<file path="src/rtl/apb3_master_arbiter_if.sv">
// Bundle of requester-side and APB-side signals for the round-robin APB3 master arbiter.
// The master modport is the arbiter's view; the slave modport is the surrounding system.
interface apb3_master_arbiter_if #(
    parameter int NUM_REQ    = 4,
    parameter int ADDR_WIDTH = 32
);
    logic [NUM_REQ-1:0]            req;
    logic [NUM_REQ-1:0]            req_write;
    logic [NUM_REQ*ADDR_WIDTH-1:0] req_addr;
    logic [NUM_REQ*32-1:0]         req_wdata;
    logic [NUM_REQ-1:0]            done;
    logic [31:0]                   rdata;
    logic                          err;
    logic                          busy;
    logic [3:0]                    gnt_id;
    logic                          psel;
    logic                          penable;
    logic                          pwrite;
    logic [ADDR_WIDTH-1:0]         paddr;
    logic [31:0]                   pwdata;
    logic                          pready;
    logic [31:0]                   prdata;
    logic                          pslverr;

    modport master (
        input  req, req_write, req_addr, req_wdata, pready, prdata, pslverr,
        output done, rdata, err, busy, gnt_id, psel, penable, pwrite, paddr, pwdata
    );

    modport slave (
        output req, req_write, req_addr, req_wdata, pready, prdata, pslverr,
        input  done, rdata, err, busy, gnt_id, psel, penable, pwrite, paddr, pwdata
    );
endinterface

</file>
<file path="src/rtl/apb3_master_arbiter.sv">
// Round-robin arbiter sharing one APB3 master port among NUM_REQ requesters.
// Sequences SETUP/ACCESS, returns the response to the winner and aborts stalled transfers.
module apb3_master_arbiter #(
    parameter int NUM_REQ    = 4,
    parameter int ADDR_WIDTH = 32,
    parameter int TIMEOUT    = 255
) (
    input  logic                  pclk,
    input  logic                  preset,
    apb3_master_arbiter_if.master bus
);
    localparam int CNT_W = (TIMEOUT > 0) ? $clog2(TIMEOUT + 1) : 1;
    localparam logic [CNT_W-1:0] TIMEOUT_VAL = CNT_W'(TIMEOUT);
    localparam logic [3:0] LAST_IDX = 4'(NUM_REQ - 1);

    typedef enum logic [1:0] {
        ST_IDLE   = 2'd0,
        ST_SETUP  = 2'd1,
        ST_ACCESS = 2'd2
    } state_t;

    state_t                state_r;
    logic [3:0]            ptr_r;
    logic [3:0]            gnt_id_r;
    logic [CNT_W-1:0]      wait_cnt_r;
    logic [NUM_REQ-1:0]    done_r;
    logic [31:0]           rdata_r;
    logic                  err_r;
    logic                  busy_r;
    logic                  psel_r;
    logic                  penable_r;
    logic                  pwrite_r;
    logic [ADDR_WIDTH-1:0] paddr_r;
    logic [31:0]           pwdata_r;

    logic [NUM_REQ-1:0]    eligible_s;
    logic [NUM_REQ-1:0]    hi_mask_s;
    logic [4:0]            pick_hi_s;
    logic [4:0]            pick_lo_s;
    logic                  found_s;
    logic [3:0]            winner_s;
    logic [3:0]            ptr_nxt_s;
    logic [CNT_W-1:0]      wait_nxt_s;
    logic                  sel_write_s;
    logic [ADDR_WIDTH-1:0] sel_addr_s;
    logic [31:0]           sel_wdata_s;

    // Lowest set bit of vec as {found, index}
    function automatic logic [4:0] lowest_set(input logic [NUM_REQ-1:0] vec);
        logic [4:0] res;
        res = 5'd0;
        for (int i = NUM_REQ - 1; i >= 0; i--) begin
            res = vec[i] ? {1'b1, 4'(i)} : res;
        end
        return res;
    endfunction

    function automatic logic [NUM_REQ-1:0] onehot(input logic [3:0] idx);
        logic [NUM_REQ-1:0] res;
        res = '0;
        for (int i = 0; i < NUM_REQ; i++) begin
            res[i] = (4'(i) == idx);
        end
        return res;
    endfunction

    // Winner search: lowest eligible at or above ptr, otherwise wrap to the lowest overall
    always_comb begin
        eligible_s = bus.req & ~done_r;
        hi_mask_s  = '0;
        for (int i = 0; i < NUM_REQ; i++) begin
            hi_mask_s[i] = (4'(i) >= ptr_r);
        end
        pick_hi_s  = lowest_set(eligible_s & hi_mask_s);
        pick_lo_s  = lowest_set(eligible_s);
        found_s    = pick_lo_s[4];
        winner_s   = pick_hi_s[4] ? pick_hi_s[3:0] : pick_lo_s[3:0];
        ptr_nxt_s  = (winner_s == LAST_IDX) ? 4'd0 : winner_s + 4'd1;
        wait_nxt_s = wait_cnt_r + CNT_W'(1);
    end

    // Select the winner's transfer fields
    always_comb begin
        sel_write_s = 1'b0;
        sel_addr_s  = '0;
        sel_wdata_s = 32'd0;
        for (int i = 0; i < NUM_REQ; i++) begin
            sel_write_s = (4'(i) == winner_s) ? bus.req_write[i] : sel_write_s;
            sel_addr_s  = (4'(i) == winner_s) ? bus.req_addr[i*ADDR_WIDTH +: ADDR_WIDTH] : sel_addr_s;
            sel_wdata_s = (4'(i) == winner_s) ? bus.req_wdata[i*32 +: 32] : sel_wdata_s;
        end
    end

    // Transfer sequencer; response outputs default to zero so they pulse for one cycle
    always_ff @(posedge pclk or posedge preset) begin
        if (preset) begin
            state_r    <= ST_IDLE;
            ptr_r      <= 4'd0;
            gnt_id_r   <= 4'd0;
            wait_cnt_r <= '0;
            done_r     <= '0;
            rdata_r    <= 32'd0;
            err_r      <= 1'b0;
            busy_r     <= 1'b0;
            psel_r     <= 1'b0;
            penable_r  <= 1'b0;
            pwrite_r   <= 1'b0;
            paddr_r    <= '0;
            pwdata_r   <= 32'd0;
        end else begin
            done_r  <= '0;
            rdata_r <= 32'd0;
            err_r   <= 1'b0;
            case (state_r)
                ST_IDLE: begin
                    if (found_s) begin
                        pwrite_r  <= sel_write_s;
                        paddr_r   <= sel_addr_s;
                        pwdata_r  <= sel_wdata_s;
                        gnt_id_r  <= winner_s;
                        ptr_r     <= ptr_nxt_s;
                        psel_r    <= 1'b1;
                        penable_r <= 1'b0;
                        busy_r    <= 1'b1;
                        state_r   <= ST_SETUP;
                    end
                end
                ST_SETUP: begin
                    penable_r <= 1'b1;
                    state_r   <= ST_ACCESS;
                end
                ST_ACCESS: begin
                    if (bus.pready) begin
                        rdata_r    <= pwrite_r ? 32'd0 : bus.prdata;
                        err_r      <= bus.pslverr;
                        done_r     <= onehot(gnt_id_r);
                        psel_r     <= 1'b0;
                        penable_r  <= 1'b0;
                        busy_r     <= 1'b0;
                        wait_cnt_r <= '0;
                        state_r    <= ST_IDLE;
                    end else if ((TIMEOUT != 0) && (wait_nxt_s == TIMEOUT_VAL)) begin
                        err_r      <= 1'b1;
                        done_r     <= onehot(gnt_id_r);
                        psel_r     <= 1'b0;
                        penable_r  <= 1'b0;
                        busy_r     <= 1'b0;
                        wait_cnt_r <= '0;
                        state_r    <= ST_IDLE;
                    end else begin
                        wait_cnt_r <= wait_nxt_s;
                    end
                end
                default: begin
                    psel_r     <= 1'b0;
                    penable_r  <= 1'b0;
                    busy_r     <= 1'b0;
                    wait_cnt_r <= '0;
                    state_r    <= ST_IDLE;
                end
            endcase
        end
    end

    assign bus.done    = done_r;
    assign bus.rdata   = rdata_r;
    assign bus.err     = err_r;
    assign bus.busy    = busy_r;
    assign bus.gnt_id  = gnt_id_r;
    assign bus.psel    = psel_r;
    assign bus.penable = penable_r;
    assign bus.pwrite  = pwrite_r;
    assign bus.paddr   = paddr_r;
    assign bus.pwdata  = pwdata_r;
endmodule
</file>
<file path="src/flat_wrapper.sv">
// flat-port wrapper written by rule: the top's interface ports become plain ports
module apb3_master_arbiter_flat 
#(
    parameter int NUM_REQ    = 4,
    parameter int ADDR_WIDTH = 32,
    parameter int TIMEOUT    = 255
)
  (pclk, preset, bus_req, bus_req_write, bus_req_addr, bus_req_wdata, bus_pready, bus_prdata, bus_pslverr, bus_done, bus_rdata, bus_err, bus_busy, bus_gnt_id, bus_psel, bus_penable, bus_pwrite, bus_paddr, bus_pwdata);
  apb3_master_arbiter_if #(.NUM_REQ(NUM_REQ), .ADDR_WIDTH(ADDR_WIDTH)) bus_i ();
  input  logic pclk;
  input  logic preset;
  input wire logic [$bits(bus_i.req)-1:0] bus_req;
  input wire logic [$bits(bus_i.req_write)-1:0] bus_req_write;
  input wire logic [$bits(bus_i.req_addr)-1:0] bus_req_addr;
  input wire logic [$bits(bus_i.req_wdata)-1:0] bus_req_wdata;
  input wire logic [$bits(bus_i.pready)-1:0] bus_pready;
  input wire logic [$bits(bus_i.prdata)-1:0] bus_prdata;
  input wire logic [$bits(bus_i.pslverr)-1:0] bus_pslverr;
  output wire logic [$bits(bus_i.done)-1:0] bus_done;
  output wire logic [$bits(bus_i.rdata)-1:0] bus_rdata;
  output wire logic [$bits(bus_i.err)-1:0] bus_err;
  output wire logic [$bits(bus_i.busy)-1:0] bus_busy;
  output wire logic [$bits(bus_i.gnt_id)-1:0] bus_gnt_id;
  output wire logic [$bits(bus_i.psel)-1:0] bus_psel;
  output wire logic [$bits(bus_i.penable)-1:0] bus_penable;
  output wire logic [$bits(bus_i.pwrite)-1:0] bus_pwrite;
  output wire logic [$bits(bus_i.paddr)-1:0] bus_paddr;
  output wire logic [$bits(bus_i.pwdata)-1:0] bus_pwdata;
  assign bus_i.req = bus_req;
  assign bus_i.req_write = bus_req_write;
  assign bus_i.req_addr = bus_req_addr;
  assign bus_i.req_wdata = bus_req_wdata;
  assign bus_i.pready = bus_pready;
  assign bus_i.prdata = bus_prdata;
  assign bus_i.pslverr = bus_pslverr;
  assign bus_done = bus_i.done;
  assign bus_rdata = bus_i.rdata;
  assign bus_err = bus_i.err;
  assign bus_busy = bus_i.busy;
  assign bus_gnt_id = bus_i.gnt_id;
  assign bus_psel = bus_i.psel;
  assign bus_penable = bus_i.penable;
  assign bus_pwrite = bus_i.pwrite;
  assign bus_paddr = bus_i.paddr;
  assign bus_pwdata = bus_i.pwdata;
  apb3_master_arbiter #(.NUM_REQ(NUM_REQ), .ADDR_WIDTH(ADDR_WIDTH), .TIMEOUT(TIMEOUT)) u_core (.pclk(pclk), .preset(preset), .bus(bus_i));
endmodule
</file>
<file path="config.mk">
export PLATFORM = sky130hd
export DESIGN_NAME = apb3_master_arbiter_flat
export DESIGN_NICKNAME = d
export VERILOG_FILES = /design/src/rtl/apb3_master_arbiter_if.sv /design/src/rtl/apb3_master_arbiter.sv /design/src/flat_wrapper.sv
export SDC_FILE = /design/constraint.sdc
export NUM_CORES = 1
export LEC_CHECK = 0
export CAP_MARGIN = 10
export CORE_AREA = 8 8 153 155
export DETAILED_ROUTE_END_ITERATION = 6
export DIE_AREA = 0 0 161 163
export PLACE_DENSITY_LB_ADDON = 0.1
export SKIP_LAST_GASP = 1
export SYNTH_ARGS = -nofsm -noshare
export SYNTH_HDL_FRONTEND = slang
export SYNTH_SLANG_ARGS = --single-unit
export TNS_END_PERCENT = 5
</file>
<file path="constraint.sdc">
create_clock -name pclk -period 4.2 [get_ports pclk]
set_input_delay 0.84 -clock pclk [delete_from_list [all_inputs] [get_ports pclk]]
set_output_delay 0.84 -clock pclk [all_outputs]
set_load 0.02 [all_outputs]
</file>
==> results of run 1 <==
[metrics by stage]
stage               instances  hold WS, ns  cell area [um^2]
finish                   1391       0.4756             11330
floorplan                 726       0.4696              6424
global route             1390       0.5089             11330
global placement         1358       0.4614             10760
CTS                      1390       0.4811             11330
detailed placement       1358       0.4688             10760
[layer usage]
layer,track usage,vias to the layer above,share of wire
met5,0,-,0
met4,0.06818,0,0.022
met3,0.07280,39,0.080
met2,0.3650,274,0.50
met1,0.2382,3120,0.39
li1,-,3375,-
[power groups by stage]
| stage | Clock [mW] | Combinational, mW | Sequential, mW |
|---|---|---|---|
| 2_1_floorplan | 0 | 2.02 | 2.16 |
| 3_3_place_gp | 0 | 3.97 | 1.82 |
| 3_5_place_dp | 0 | 3.99 | 1.83 |
| 4_1_cts | 1.43 | 4.00 | 1.82 |
| 5_1_grt | 1.48 | 4.38 | 1.88 |
| 6_report | 1.39 | 3.94 | 1.82 |
[cell usage after synthesis (8+ instances only)]
| cell type | n | share of area |
|---|---|---|
| a21oi_1 | 72 | 0.056 |
| a221oi_1 | 64 | 0.087 |
| and2_1 | 34 | 0.033 |
| buf_1 | 10 | 0.0058 |
| buf_2 | 14 | 0.011 |
| buf_4 | 10 | 0.012 |
| clkbuf_1 | 35 | 0.020 |
| dfrtp_1 | 117 | 0.46 |
| inv_1 | 8 | 0.0047 |
| nand2_1 | 80 | 0.047 |
| nor2b_1 | 72 | 0.070 |
| nor3_1 | 67 | 0.052 |
| o21ai_0 | 58 | 0.045 |
| o21ai_1 | 13 | 0.010 |
[kinds of logic after synthesis]
family / count (synthesis) / synth area share
other: 1 / 0.0005841
XOR/XNOR: 1 / 0.002534
flip-flops: 117 / 0.4561
buffers and inverters: 79 / 0.05496
adder cells (fa/ha/maj): 6 / 0.01169
AO/OA/AOI/OAI: 231 / 0.2308
AND/OR/NAND/NOR: 288 / 0.2401
multiplexers: 2 / 0.003313
[cells in the final DEF, fill, tap and decap left out, types with 2 or more instances in the layout]
cell type          n
clkdlybuf4s50_1  406
dfrtp_1          117
nand2_1           80
a21oi_1           72
nor2b_1           71
nor3_1            67
a221oi_1          64
o21ai_0           58
and2_1            34
buf_4             18
clkbuf_16         17
o21ai_1           13
inv_1              7
nor2_1             6
nand3_1            6
clkinv_2           4
o22ai_1            3
a31oi_1            3
nor4_1             3
ha_1               3
clkinv_4           3
clkbuf_8           3
buf_12             3
nand2b_1           2
a41oi_1            2
or2_2              2
o2bb2ai_1          2
a21oi_2            2
or3_1              2
o32ai_1            2
nor4b_2            2
ha_4               2
conb_1             2
clkinvlp_4         2
[flip-flops by register name (all words and copies together), names as in the netlist]
signal,cells
u_core.bus.pwdata,32
u_core.state_r,2
u_core.bus.done,4
u_core.bus.gnt_id,2
u_core.bus.rdata,32
u_core.bus.err,1
u_core.bus.busy,1
u_core.wait_cnt_r,8
u_core.bus.paddr,32
u_core.bus.pwrite,1
u_core.ptr_r,2
[worst min-delay path, stage by stage, from the launching register on]
cell and delay, ns:
dfrtp_1 0.34, nand2_1 0.05, o21ai_0 0.06
[path summary, 6_finish.rpt]
kind,start,endpoint,slack [ns],cells after the start
min in group asynchronous,preset,u_core.bus.rdata[0],0.93,2
max reg2reg,u_core.bus.done[1],u_core.bus.pwdata[9],1.25,9
max,bus_req[1],u_core.bus.pwdata[9],0.74,10
min reg2reg,u_core.bus.pwdata[6],u_core.bus.pwdata[6],0.48,2
min,u_core.bus.pwdata[6],u_core.bus.pwdata[6],0.48,2
max in group asynchronous,preset,u_core.bus.rdata[15],2.45,3
[cell type report]
class	instances	area, um^2	share of cell area
diodes	1	2.502	0.0002208
clock inverters	11	100.1	0.008831
flip-flops and latches	117	2928	0.2583
clock buffers	21	470.5	0.04151
repair buffers	427	4259	0.3758
multi-input cells	530	3194	0.2818
inverters	9	36.28	0.003201
well taps	275	344.1	0.03036
==> metrics.csv, run 1 <==
metric,value,unit
Placeable Area,20820,um^2
DRC,0,
via/cell ratio,4.894,
peak supply drop,0.0003461,V
CTS tree,built,
gpl congestion,0.8486,
DRT iter0 DRCs,343,
Post-Syn Area,6420,um^2
Syn Inst Count,725,
clk_lat worst skew,0.41,ns
Post-DP HPWL,22190,um
fmax,289.1,MHz
# Post-CTS Setup Buffers,0,
Sink Count,117,
Worst-path clk slew,0.05,ns
number of max-cap violations,0,
Syn Area/Cell,8.855,um^2
router iterations before antenna repair,6,
worst slew pin tran,0.7823,ns
first-pass GRT wire length,42920,um
Die Ht,163,um
Setup Crit Path Kind,input port to flop,
CTS hold repair buffers,0,
total congestion overflow,0,
Setup crit end kind,flop,
Placement Setup Slack,0.2924,ns
area grow syn2layout,76.55,%
Post-synth EDFFs,0,
Final period util,0.8236,
layout cell share with drive strength beyond 1,0.06547,
Crit path arrival time,3.74,ns
largest net degree at the start of global routing,73,
Sw Share,0.4170,
WP buf/inv,3,
fillcell total,1961,
fin nets,1408,
routed wire length,28260,um
Overall Power,7.149,mW
Pint,4.168,mW
port buffer count,406,
H-Tree Depth,4,
RSZ-0062 raised after global routing,no,
leak pwr,4.542,nW
Routed Antenna Nets,0,
sequential share of the synthesized area,0.4561,
Slowest Stage Delay on Critical Path,0.57,ns
distinct cell type count of the synthesized netlist,55,
critical path peak fanout,55,
Max Buffers Root-to-Sink,2,
Post-synth top flop,dfrtp_1,
Starting Density,0.3083,
setup TNS,0,ns
total CTS buffers,17,
final setup violating endpoints,0,
Hold Crit Class,flop to flop,
initial antenna violation count,0,
die area,26240,um^2
Power Density,630.7,nW/um^2
final worst slack,0.7409,ns
Final Skew,0.01306,ns
I/O pins,409,
final hold vios,0,
"Critical Path, Cell by Cell",clkdlybuf4s50_1 -> nor2b_1 -> nor3b_1 -> or3_1 -> inv_1 -> ha_4 -> buf_4 -> nor3_1 -> a21oi_1 -> o21ai_0,
Rows,53,
Yosys reg bits,117,
status,completed,
Top Family by Delay on Critical Path,simple AND/OR/NAND/NOR gates,
min Tclk post-route,3.459,ns
vias in the first global route,7246,
CTS root buffer,clkbuf_16,
crit path launch type,input port,
Max-slew headroom,0.4784,
Net Sw Power,2.981,mW
ys async rst share,1.000,
final core occ,0.5443,
via count,6808,
All-Layer GR Usage,0.2101,
Gate power share,0.551,
"Slowest-stage cell, CP",ha_4,
Clock power frac,0.195,
count of final max-slew check failures,0,
Sequential Power Share,0.254,
die width,161,um
PostCTS Resize Cnt,0,
CP required,4.48,ns
WL/cell,20.31,um
Yosys warnings,0,
No activity file was read; power rests on OpenSTA's default activity.
==> run 2, diff against run 1 <==
Clock period 4.2 ns to 3.6 ns, I/O delays scaled along.
==> run 2 against run 1 <==
Compared with the run above: critical path depth grew 2; core utilization grew 0.38 points; register-to-register slack lost 0.48 ns; clock power grew 26%; design area grew 0.70%; non-clock buffer count shrank 4; via count shrank 1.6%; count of clock-buffer cells in the layout shrank 3; first-iteration DRC count shrank 14%; worst setup slack lost 0.37 ns; sequential share of layout area shrank 0.18 points; critical endpoint is now u_core.bus.pwdata[5]; largest power group unchanged; highest routed layer unchanged.
==> metrics.csv, run 2 (synthesized netlist as in run 1, its figures left out) <==
metric,value,unit,change
vias in the first global route,6929,,was 7246
via count,6697,,was 6808
peak supply drop,0.0003426,V,was 0.0003461 V
Crit Reg-Reg Endpoint,u_core.bus.pwdata[5],,was u_core.bus.pwdata[9]
final hold vios,0,,unchanged
CTS hold repair buffers,0,,unchanged
DRT iter0 DRCs,296,,was 343
router iterations before antenna repair,4,,was 6
Sw Share,0.4154,,was 0.4170
Net Sw Power,3.526,mW,was 2.981 mW
"Slowest-stage cell, CP",clkdlybuf4s50_1,,was ha_4
CP required,3.93,ns,was 4.48 ns
Final period util,0.8974,,
H-Tree Depth,4,,unchanged
layout cell share with drive strength beyond 1,0.06301,,was 0.06547
"commonest cells after routing, fill and taps aside","clkdlybuf4s50_1 (406), dfrtp_1 (117), nand2_1 (80)",,unchanged
min Tclk post-route,3.231,ns,
fmax,309.5,MHz,
All-Layer GR Usage,0.2054,,was 0.2101
Rows,53,,unchanged
Pint,4.961,mW,was 4.168 mW
Critical path origin,bus_req[1],,unchanged
Worst Setup EP,u_core.bus.pwdata[5],,was u_core.bus.pwdata[9]
Max-slew headroom,0.5608,,was 0.4784
critical path peak fanout,19,,was 55
fillcell total,1979,,was 1961
I/O pins,409,,unchanged
clk_lat worst skew,0.41,ns,about the same
Worst Reg-to-Reg Cells,11,,was 9
Slowest Stage Delay on Critical Path,0.45,ns,was 0.57 ns
CTS root buffer,clkbuf_16,,unchanged
fin nets,1404,,was 1408
Crit path top cell by count,a21oi_1,,
WL/cell,19.85,um,was 20.31 um
first-pass GRT wire length,41900,um,was 42920 um
Max Buffers Root-to-Sink,2,,unchanged
via/cell ratio,4.828,,was 4.894
"Critical Path, Cell by Cell",clkdlybuf4s50_1 -> nor2b_1 -> a21oi_1 -> o21a_1 -> o22ai_1 -> ha_1 -> nor2b_4 -> buf_4 -> a221oi_1 -> nor3_1 -> a21oi_1 -> o21ai_0,,was clkdlybuf4s50_1 -> nor2b_1 -> nor3b_1 -> or3_1 -> inv_1 -> ha_4 -> buf_4 -> nor3_1 -> a21oi_1 -> o21ai_0
total congestion overflow,0,,unchanged
PostCTS Resize Cnt,0,,unchanged
Setup Crit Path Kind,input port to flop,,unchanged
Crit path arrival time,3.56,ns,was 3.74 ns
gpl congestion,0.8292,,was 0.8486
Routed Antenna Nets,0,,unchanged
status,completed,,unchanged
RSZ-0062 raised after global routing,no,,unchanged
total CTS buffers,17,,unchanged
worst r2r src,u_core.bus.done[1],,unchanged
Clock power frac,0.206,,was 0.195
CTS tree,built,,unchanged
routed wire length,27530,um,was 28260 um
Gate power share,0.546,,was 0.551
Placed Cells,1354,,was 1358
count of final max-slew check failures,0,,unchanged
Setup crit end kind,flop,,unchanged
port buffer count,406,,unchanged
Sink Count,117,,unchanged
Overall Power,8.486,mW,was 7.149 mW
die width,161,um,unchanged
Hold Crit Class,flop to flop,,unchanged
largest net degree at the start of global routing,118,,was 73
final setup violating endpoints,0,,unchanged
Power Density,743.5,nW/um^2,was 630.7 nW/um^2
worst slew pin tran,0.6588,ns,was 0.7823 ns
die area,26240,um^2,unchanged
Final Skew,0.01257,ns,was 0.01306 ns
Worst-path clk slew,0.06,ns,was 0.05 ns
Die Ht,163,um,unchanged
Starting Density,0.3083,,unchanged
Post-Layout Cell Count,1387,,was 1391
Post-DP HPWL,21490,um,was 22190 um
"commonest non-fill, non-tap cell in the layout",clkdlybuf4s50_1,,unchanged
# Post-CTS Setup Buffers,0,,unchanged
Sequential Power Share,0.248,,was 0.254
initial antenna violation count,1,,was 0
r2r setup slk,0.77,ns,was 1.25 ns
number of max-cap violations,0,,unchanged
leak pwr,4.552,nW,was 4.542 nW
crit path launch type,input port,,unchanged
area grow syn2layout,77.78,%,was 76.55%
DRC,0,,unchanged
Placeable Area,20820,um^2,unchanged
run 2: through the flow:
step / utilization / hold WS [ns] / TNS (ns) / instance area, um^2 / setup WS (ns)
CTS: 0.5480 / 0.4818 / 0 / 11410 / 0.3535
finish: 0.5481 / 0.4757 / 0 / 11410 / 0.3694
global placement: 0.5190 / 0.4609 / -0.03516 / 10810 / -0.03516
global route: 0.5481 / 0.5020 / 0 / 11410 / 0.09070
floorplan: - / 0.4696 / 0 / 6427 / 0.7587
detailed placement: 0.5190 / 0.4690 / -0.1602 / 10810 / -0.06289
run 2: worst min path at each step:
stage,from,slack [ns],to,cells after the start
after global placement,u_core.bus.paddr[16],0.46,u_core.bus.paddr[16],2
final,u_core.bus.pwdata[1],0.48,u_core.bus.pwdata[1],2
after CTS,u_core.bus.paddr[28],0.48,u_core.bus.paddr[28],2
after detailed placement,u_core.bus.paddr[28],0.47,u_core.bus.paddr[28],2
after global routing,u_core.bus.paddr[18],0.50,u_core.bus.paddr[18],2
after floorplan,u_core.ptr_r[0],0.47,u_core.ptr_r[0],2
run 2: layer usage:
| layer | GRT usage | share of wire | vias up | wire length, um |
|---|---|---|---|---|
| met4 | 0.05429 | 0.016 | 0 | 451 |
| met2 | 0.3652 | 0.52 | 269 | 14240 |
| met3 | 0.07583 | 0.087 | 28 | 2384 |
| met1 | 0.2276 | 0.38 | 3034 | 10460 |
| li1 | - | - | 3366 | - |
| met5 | 0 | 0 | - | 0 |
run 2: cell type report:
type                       instances  area (um^2)  area share
clock buffer                      18        439.2     0.03848
tap                              275        344.1     0.03015
inverter                           9        37.54    0.003289
sequential                       117         2928      0.2565
timing repair buffer             423         4304      0.3771
antenna                            1        2.502   0.0002193
multi-input combinational        530         3194      0.2799
clock inverter                    14        163.9     0.01436
run 2: worst max-delay path, delay by kind of cell:
| kind | cells | cell delay, ns |
|---|---|---|
| and+or+nand+nor | 3 | 0.90 |
| AOI/OAI and AO/OA | 6 | 0.93 |
| adders and majority gates | 1 | 0.26 |
| buffers and inverters | 2 | 0.76 |
run 2: power by group through the flow:
stage                     combinational, mW  clock (mW)  sequential, mW
after global placement                 4.66           0            2.11
after global routing                   5.13        1.86            2.17
after floorplan                        2.36           0            2.52
after detailed placement               4.70           0            2.12
final                                  4.63        1.75            2.10
after CTS                              4.71        1.79            2.11
